<file path="src/rtl/bitserial_subtractor.sv">
// LSB-first bit-serial subtractor: computes A-B mod 2^WIDTH one bit pair per accepted cycle.
// Define SUB_OVERFLOW_EN to build the signed-overflow flag; otherwise overflow is tied to 0.
module bitserial_subtractor #(
  parameter int WIDTH = 8
) (
  input  logic             clk,
  input  logic             rst,
  input  logic             start,
  input  logic             a_bit,
  input  logic             b_bit,
  input  logic             bit_valid,
  output logic             ready,
  output logic             diff_bit,
  output logic             diff_valid,
  output logic [WIDTH-1:0] result,
  output logic             borrow_out,
  output logic             overflow,
  output logic             done
);

  localparam int CW = $clog2(WIDTH);

  localparam logic [1:0] IDLE = 2'd0;
  localparam logic [1:0] RUN  = 2'd1;
  localparam logic [1:0] DONE = 2'd2;

  logic [1:0]    state;
  logic [CW-1:0] count;
  logic          borrow;
  logic          d;
  logic          br_next;
  logic          accept;
  logic          last;

  assign accept  = (state == RUN) && bit_valid;
  assign last    = (count == CW'(WIDTH - 1));
  assign d       = a_bit ^ b_bit ^ borrow;
  assign br_next = (~a_bit & b_bit) | (~(a_bit ^ b_bit) & borrow);
  assign ready   = (state == RUN);
  assign done    = (state == DONE);

  // Each accepted difference bit enters at the MSB, so the first bit ends up in result[0].
  always_ff @(posedge clk or posedge rst) begin
    if (rst) begin
      state      <= IDLE;
      count      <= '0;
      borrow     <= 1'b0;
      result     <= '0;
      borrow_out <= 1'b0;
    end else begin
      case (state)
        IDLE: begin
          if (start) begin
            state  <= RUN;
            count  <= '0;
            borrow <= 1'b0;
            result <= '0;
          end
        end
        RUN: begin
          if (bit_valid) begin
            result <= {d, result[WIDTH-1:1]};
            borrow <= br_next;
            count  <= count + 1'b1;
            if (last) begin
              state      <= DONE;
              borrow_out <= br_next;
            end
          end
        end
        DONE:    state <= IDLE;
        default: state <= IDLE;
      endcase
    end
  end

  always_ff @(posedge clk or posedge rst) begin
    if (rst) begin
      diff_bit   <= 1'b0;
      diff_valid <= 1'b0;
    end else begin
      diff_valid <= accept;
      if (accept) begin
        diff_bit <= d;
      end
    end
  end

`ifdef SUB_OVERFLOW_EN
  // Signed overflow: borrow into the MSB differs from borrow out of it.
  always_ff @(posedge clk or posedge rst) begin
    if (rst) begin
      overflow <= 1'b0;
    end else if (accept && last) begin
      overflow <= borrow ^ br_next;
    end
  end
`else
  assign overflow = 1'b0;
`endif

endmodule
</file>
<file path="config.mk">
export PLATFORM = sky130hd
export DESIGN_NAME = bitserial_subtractor
export DESIGN_NICKNAME = d
export VERILOG_FILES = /design/src/rtl/bitserial_subtractor.sv
export SDC_FILE = /design/constraint.sdc
export NUM_CORES = 1
export LEC_CHECK = 0
export CORE_MARGIN = 3
export CORE_UTILIZATION = 47
export CTS_BUF_LIST = sky130_fd_sc_hd__clkbuf_2
export DETAILED_ROUTE_END_ITERATION = 6
export GPL_TIMING_DRIVEN = 1
export PLACE_DENSITY = 0.77
export REMOVE_ABC_BUFFERS = 1
export SLEW_MARGIN = 20
export SYNTH_ARGS = -nofsm -noshare
export SYNTH_HDL_FRONTEND = slang
export SYNTH_SLANG_ARGS = --single-unit
</file>
<file path="constraint.sdc">
create_clock -name clk -period 1.25 [get_ports clk]
set_clock_uncertainty 0.2 [all_clocks]
set_input_delay 0.125 -clock clk [delete_from_list [all_inputs] [get_ports clk]]
set_output_delay 0.125 -clock clk [all_outputs]
set_load 0.05 [all_outputs]
</file>
==> impl_metrics.csv, run 1 <==
group,metric,value,unit
placed_design,io_buffers,18,
timing,max_freq,646.8,MHz
floorplan,start_util,52.92,%
routing,met3_length,91,um
timing,fin_ws,-0.2961,ns
routing,dr.pass1.iters,4,
setup_path,cp-start-kind,"register",
floorplan,core,1821,um2
final_layout,fin_nets,142,
setup_path,worst-path-max-fanout,3,
routing,via_per_inst,5.529,
final_layout,mostFrequentLayoutCell,"buf_4",
final_layout,areaGrowthSynthToFinish,65.32,%
clocking,cts_sinks,17,
clocking,htreeDepth,1,
routing,wl_met1,1132,um
timing,slew_viol_final,0,
floorplan,io_pins,20,
routing,drt-wirelength-per-cell,18.71,um
synth,synth_cell_types,22,
floorplan,die_w,51.28,um
routing,ant_nets,0,
timing,rsz0062_at_grt,"true",
timing,post-route-period-util,123.7,%
floorplan,die_area,2629,um2
routing,routed_wirelength,2938,um
setup_path,worstSetupEndpointType,"output pin",
synth,syn_avg_cell_area,11.07,um2
clocking,clk_pin_slew,0.18,ns
job,drv_cap,0,
synth,netlist_area,963.4,um2
routing,drt_iter0_drc,30,
outcome,outcome,"finished, violations left",
global_routing,grt_pass1_vias,861,
synth,yosys_warnings,0,
global_routing,antenna_found_initial,0,
placed_design,pre_cts_slack,-0.4277,ns
clocking,insertion_delay,0.32,ns
clocking,cts_tree,"done",
hold_path,hold_class,"in -> reg",
global_routing,grt_overflow,0,
placed_design,gp_congestion,0.7658,
pwr,leakagePower,0.7170,nW
global_routing,track_usage,22.13,%
outcome,violations,"negative setup slack",
final_layout,final_cell_mix,"22 x buf_4, 15 x inv_1, 13 x dfrtp_1, 13 x buf_12, 12 x o221ai_2",
setup_path,r2r_slack,-0.25,ns
clocking,cts_buffer_depth,2,
floorplan,die_h,51.28,um
synth,synth_cells,87,
clocking,numCtsBuffers,3,
routing,drc,0,
placed_design,hpwl,1611,um
routing,routed.top_layer,"met4",
pwr,ir_drop,0.001926,V
setup_path,required,0.93,ns
timing,finalCriticalPeriod,1.546,ns
floorplan,rows,15,
global_routing,grt_pass1_wl,4126,um
setup_path,worstSetupPathType,"reg -> out",
final_layout,nFillCells,86,
routing,num_vias,868,
timing,setup_viol_count_final,26,
pwr,cellPowerDensity,2557,nW/um2
routing,dr_wl_met2,1640,um
setup_path,critPathArrivalTime,1.22,ns
final_layout,diodes,0,
global_routing,grt_max_degree,18,
final_layout,final_util,87.49,%
synth,ys_ff_latch,17,
clocking,root_buffer,"clkbuf_2",
final_layout,drive_gt1_share,53.03,%
synth,ys_seq_area_share,44.16,%
timing,finalHoldViolations,0,
## critical path, cell delays in order, from the launching register on
cell and delay (ns):
dfrtp_1 0.47, buf_6 0.12, nor2b_4 0.16, buf_12 0.15
## stage by stage
stage,TNS [ns],cells,area [um2],hold slack (ns),total power [mW]
floorplan,-4.113,80,908.4,-0.1489,2.193
finish,-3.721,157,1593,0.4089,4.073
CTS,-3.335,152,1524,0.3696,3.818
detailed placement,-3.924,138,1363,0.2843,3.351
global placement,-3.638,138,1363,0.2502,3.252
global route,-4.285,157,1593,0.4558,4.271
## what timing repair did
action                                  4_1_cts  5_1_grt
endpoints found under the setup margin       23       27
buffers inserted                              9        5
hold buffers                                  1        0
endpoints found under the hold margin        17        0
resized for setup                            18        7
pin swaps                                     3        4
## sequential cells by signal, indices dropped and copies added (netlist names)
name	count
diff_valid	1
result	8
borrow	1
borrow_out	1
state	2
diff_bit	1
count	3
## report_power, final
part           total (mW)  leakage [nW]  switching [mW]  internal [mW]
Sequential           1.06         0.208           0.276          0.787
Clock               0.271        0.0166           0.186         0.0847
Combinational        2.74         0.493            1.38           1.35
## Yosys cell counts
cell       n  area share [%]
inv_1     16             6.2
ha_1       2             2.6
mux2i_1    1             1.0
nand2_1    7             2.7
buf_4      3             2.3
o21ba_4    1             1.7
o221ai_2   9              14
dfrtp_1   17              44
conb_1     1            0.39
nand4b_1   3             2.7
nand3_1    1            0.52
and3b_1    1            0.91
buf_6      2             2.3
nor2b_1    2             1.3
nand2b_1   3             1.9
fa_1       1             2.1
o221ai_1   3             2.7
and4b_1    1             1.0
nand3b_1   9             7.0
and2_1     1            0.65
buf_2      2             1.0
o21ai_0    1            0.52
## path summary, 6_finish.rpt
kind / start / end / depth (start not counted)
hold reg to reg: borrow_out$_DFFE_PP0P_ / borrow_out$_DFFE_PP0P_ / 2
hold / removal: a_bit / borrow_out$_DFFE_PP0P_ / 3
max in group asynchronous: rst / state[0]$_DFFE_PP0P_ / 4
setup reg to reg: state[1]$_DFFE_PP0P_ / borrow_out$_DFFE_PP0P_ / 4
setup / recovery: state[1]$_DFFE_PP0P_ / done / 3
min in group asynchronous: rst / count[1]$_DFFE_PP0P_ / 4
## kinds of logic (layout without fill, tap and decap cells)
family	count (synthesis)	count (layout)	share of synthesized area, %
buffers and inverters	23	68	11.95
adder cells (fa/ha/maj)	3	3	4.675
other	1	1	0.3892
multiplexers	1	1	1.039
AND/OR/NAND/NOR	28	28	18.83
flip-flops	17	17	44.16
AO/OA/AOI/OAI	14	14	18.96
## layer usage
layer / vias up / global-route usage (%)
met5: - / 0
met2: 24 / 42.92
li1: 393 / -
met4: 0 / 9.607
met3: 6 / 2.915
met1: 445 / 23.42
## layout make-up
| cell class | count | area [um2] | area share, % |
|---|---|---|---|
| multi-input combinational | 47 | 486.7 | 30.56 |
| clock buffer | 4 | 20.02 | 1.257 |
| inverter | 16 | 60.06 | 3.771 |
| tap | 25 | 31.28 | 1.964 |
| timing repair buffer | 48 | 564.3 | 35.43 |
| sequential | 17 | 430.4 | 27.02 |
Note: power is estimated with default switching activity, not from simulation.
==> run 2, diff against run 1 <==
--- a/config.mk
+++ b/config.mk
@@ -12,7 +12,7 @@
 export GPL_TIMING_DRIVEN = 1
 export PLACE_DENSITY = 0.77
 export REMOVE_ABC_BUFFERS = 1
-export SLEW_MARGIN = 20
+export SLEW_MARGIN = 15
 export SYNTH_ARGS = -nofsm -noshare
 export SYNTH_HDL_FRONTEND = slang
 export SYNTH_SLANG_ARGS = --single-unit
==> results of run 2 <==
The final DEF is identical to that of run 1; final timing and power are the same.
==> run 3, diff against run 2 <==
--- a/config.mk
+++ b/config.mk
@@ -5,12 +5,15 @@
 export SDC_FILE = /design/constraint.sdc
 export NUM_CORES = 1
 export LEC_CHECK = 0
+export CELL_PAD_IN_SITES_DETAIL_PLACEMENT = 0
+export CELL_PAD_IN_SITES_GLOBAL_PLACEMENT = 2
+export CORE_ASPECT_RATIO = 0.5
 export CORE_MARGIN = 3
-export CORE_UTILIZATION = 47
+export CORE_UTILIZATION = 30
 export CTS_BUF_LIST = sky130_fd_sc_hd__clkbuf_2
 export DETAILED_ROUTE_END_ITERATION = 6
 export GPL_TIMING_DRIVEN = 1
-export PLACE_DENSITY = 0.77
+export PLACE_DENSITY_LB_ADDON = 0.1
 export REMOVE_ABC_BUFFERS = 1
 export SLEW_MARGIN = 15
 export SYNTH_ARGS = -nofsm -noshare
==> constraint.sdc (replaced) <==
create_clock -name clk -period 1.25 [get_ports clk]
set_clock_uncertainty 0.2 [all_clocks]
set_input_delay 0.125 -clock clk [delete_from_list [all_inputs] [get_ports clk]]
set_output_delay 0.125 -clock clk [all_outputs]
set_load 0.01 [all_outputs]
==> impl_metrics.csv, run 3 (same netlist as run 1, synthesis figures left out) <==
group,metric,value,unit
outcome,outcome,"finished, violations left",
outcome,violations,"negative setup slack",
clocking,cts_buffer_depth,2,
global_routing,grt_pass1_vias,828,
routing,dr.pass1.iters,4,
floorplan,start_util,34.24,%
floorplan,die_w,86.14,um
global_routing,gr-usage-met3,4.286,%
final_layout,top_register,"result",
pwr,leakagePower,0.6781,nW
clocking,htreeDepth,1,
floorplan,die_area,3968,um2
placed_design,pre_cts_slack,-0.4064,ns
global_routing,grt_use_met1,15.61,%
final_layout,drive_gt1_share,51.09,%
floorplan,core,2814,um2
setup_path,critPathArrivalTime,1.46,ns
final_layout,nFillCells,258,
routing,routed_wirelength,2425,um
timing,max_freq,697.7,MHz
setup_path,r2r_slack,-0.18,ns
setup_path,reg2reg_from,"state[1]$_DFFE_PP0P_",
timing,finalCriticalPeriod,1.433,ns
routing,num_vias,820,
hold_path,whs_path_depth,2,
floorplan,io_pins,20,
floorplan,die_h,46.07,um
final_layout,areaGrowthSynthToFinish,51.04,%
final_layout,final_cell_mix,"26 x buf_4, 17 x dfrtp_1, 15 x inv_1, 12 x o221ai_2, 12 x buf_2",
clocking,root_buffer,"clkbuf_2",
final_layout,fin_nets,147,
pwr,cellPowerDensity,2009,nW/um2
job,drv_cap,0,
timing,setup_viol_count_final,18,
floorplan,rows,13,
routing,via_per_inst,4.713,
setup_path,r2r_cells,4,
timing,finalHoldViolations,0,
clocking,cts_tree,"done",
final_layout,reg_top3,"result x8, count x3, state x2",
timing,slew_viol_final,0,
timing,post-route-period-util,114.7,%
global_routing,antenna_found_initial,0,
final_layout,diodes,0,
timing,hold-worst-slack,0.3349,ns
routing,ant_nets,0,
placed_design,io_buffers,18,
clocking,cts_sinks,17,
setup_path,required,1.28,ns
timing,rsz0062_at_grt,"true",
placed_design,dp.cells,160,
setup_path,worstSetupEndpointType,"register",
setup_path,worstSetupPathType,"reg -> reg",
hold_path,min-delay-start,"borrow_out$_DFFE_PP0P_",
final_layout,mostFrequentLayoutCell,"buf_4",
pwr,ir_drop,0.0006704,V
placed_design,gp_congestion,0.7915,
routing,drc,0,
routing,drt-wirelength-per-cell,13.94,um
global_routing,track_usage,13.12,%
setup_path,worst-path-max-fanout,6,
final_layout,largest_reg_flops,8,
clocking,insertion_delay,0.30,ns
global_routing,grt_overflow,0,
final_layout,finalNonFillerCells,174,
pwr,power,2.924,mW
clocking,numCtsBuffers,3,
global_routing,grt.busiest_layer,"met2",
hold_path,hold_class,"reg -> reg",
hold_path,holdPathEnd,"borrow_out$_DFFE_PP0P_",
setup_path,cp-start-kind,"register",
global_routing,grt_pass1_wl,3898,um
global_routing,grt_max_degree,18,
global_routing,gr-usage-met2,24.20,%
routing,drt_iter0_drc,24,
setup_path,worstReg2RegEnd,"borrow_out$_DFFE_PP0P_",
timing,fin_setup_tns,-2.508,ns
timing,fin_ws,-0.1832,ns
placed_design,hpwl,1579,um
clocking,clk_pin_slew,0.16,ns
run 3: cell types whose count changed in the layout (fill, tap and decap cells not counted), moves of 2 or more:
| cell | change |
|---|---|
| dfrtp_2 | -4 |
| buf_8 | +2 |
| buf_2 | +12 |
| buf_12 | -13 |
| dfrtp_1 | +4 |
| buf_4 | +4 |
run 3: critical path, cell delays in order, from the launching register on:
cell and delay [ns]:
dfrtp_1 0.44, buf_6 0.13, buf_6 0.12, and4b_1 0.29
mux2i_1 0.20
run 3: worst max-delay path by stage:
stage	start	end	slack, ns	cells after the start
after detailed placement	b_bit	diff_bit$_DFFE_PP0P_	-0.41	5
after global placement	b_bit	diff_bit$_DFFE_PP0P_	-0.37	5
after floorplan	state[0]$_DFFE_PP0P_	borrow$_DFFE_PP0P_	-0.24	2
final	state[1]$_DFFE_PP0P_	borrow_out$_DFFE_PP0P_	-0.18	4
after global routing	state[1]$_DFFE_PP0P_	ready	-0.25	3
after CTS	state[1]$_DFFE_PP0P_	ready	-0.20	3
run 3: report_power, final:
group / internal, mW / leakage (nW) / switching, mW
combinational: 0.936 / 0.449 / 0.824
sequential: 0.774 / 0.212 / 0.126
clock: 0.0848 / 0.0166 / 0.178
run 3: stage by stage:
step	instance area (um2)	utilization [%]
2_1_floorplan	908.4	-
5_1_grt	1455	51.71
3_5_place_dp	1323	47.00
4_1_cts	1419	50.42
3_3_place_gp	1323	47.00
6_report	1455	51.71
run 3: cell type report:
type                    count  area (um2)  area share [%]
multi-input cells          48       490.5           33.71
well taps                  37       46.29           3.181
flip-flops and latches     17       425.4           29.23
clock buffers               4       20.02           1.376
inverters                  16       60.06           4.127
repair buffers             52       412.9           28.37
run 3: timing repair:
action	in CTS	in global routing
hold buffers	1	0
buffers inserted	7	1
hold endpoints to repair	17	0
gates resized for setup	68	6
gates cloned	1	0
pin swaps	5	3
endpoints found under the setup margin	29	20
run 3: routing by layer:
metal	vias to the layer above	part of all wire (%)	wire [um]
li1	401	-	-
met1	404	47	1148
met2	13	48	1170
met3	2	4.2	102
met4	0	0.12	3
met5	-	0	0
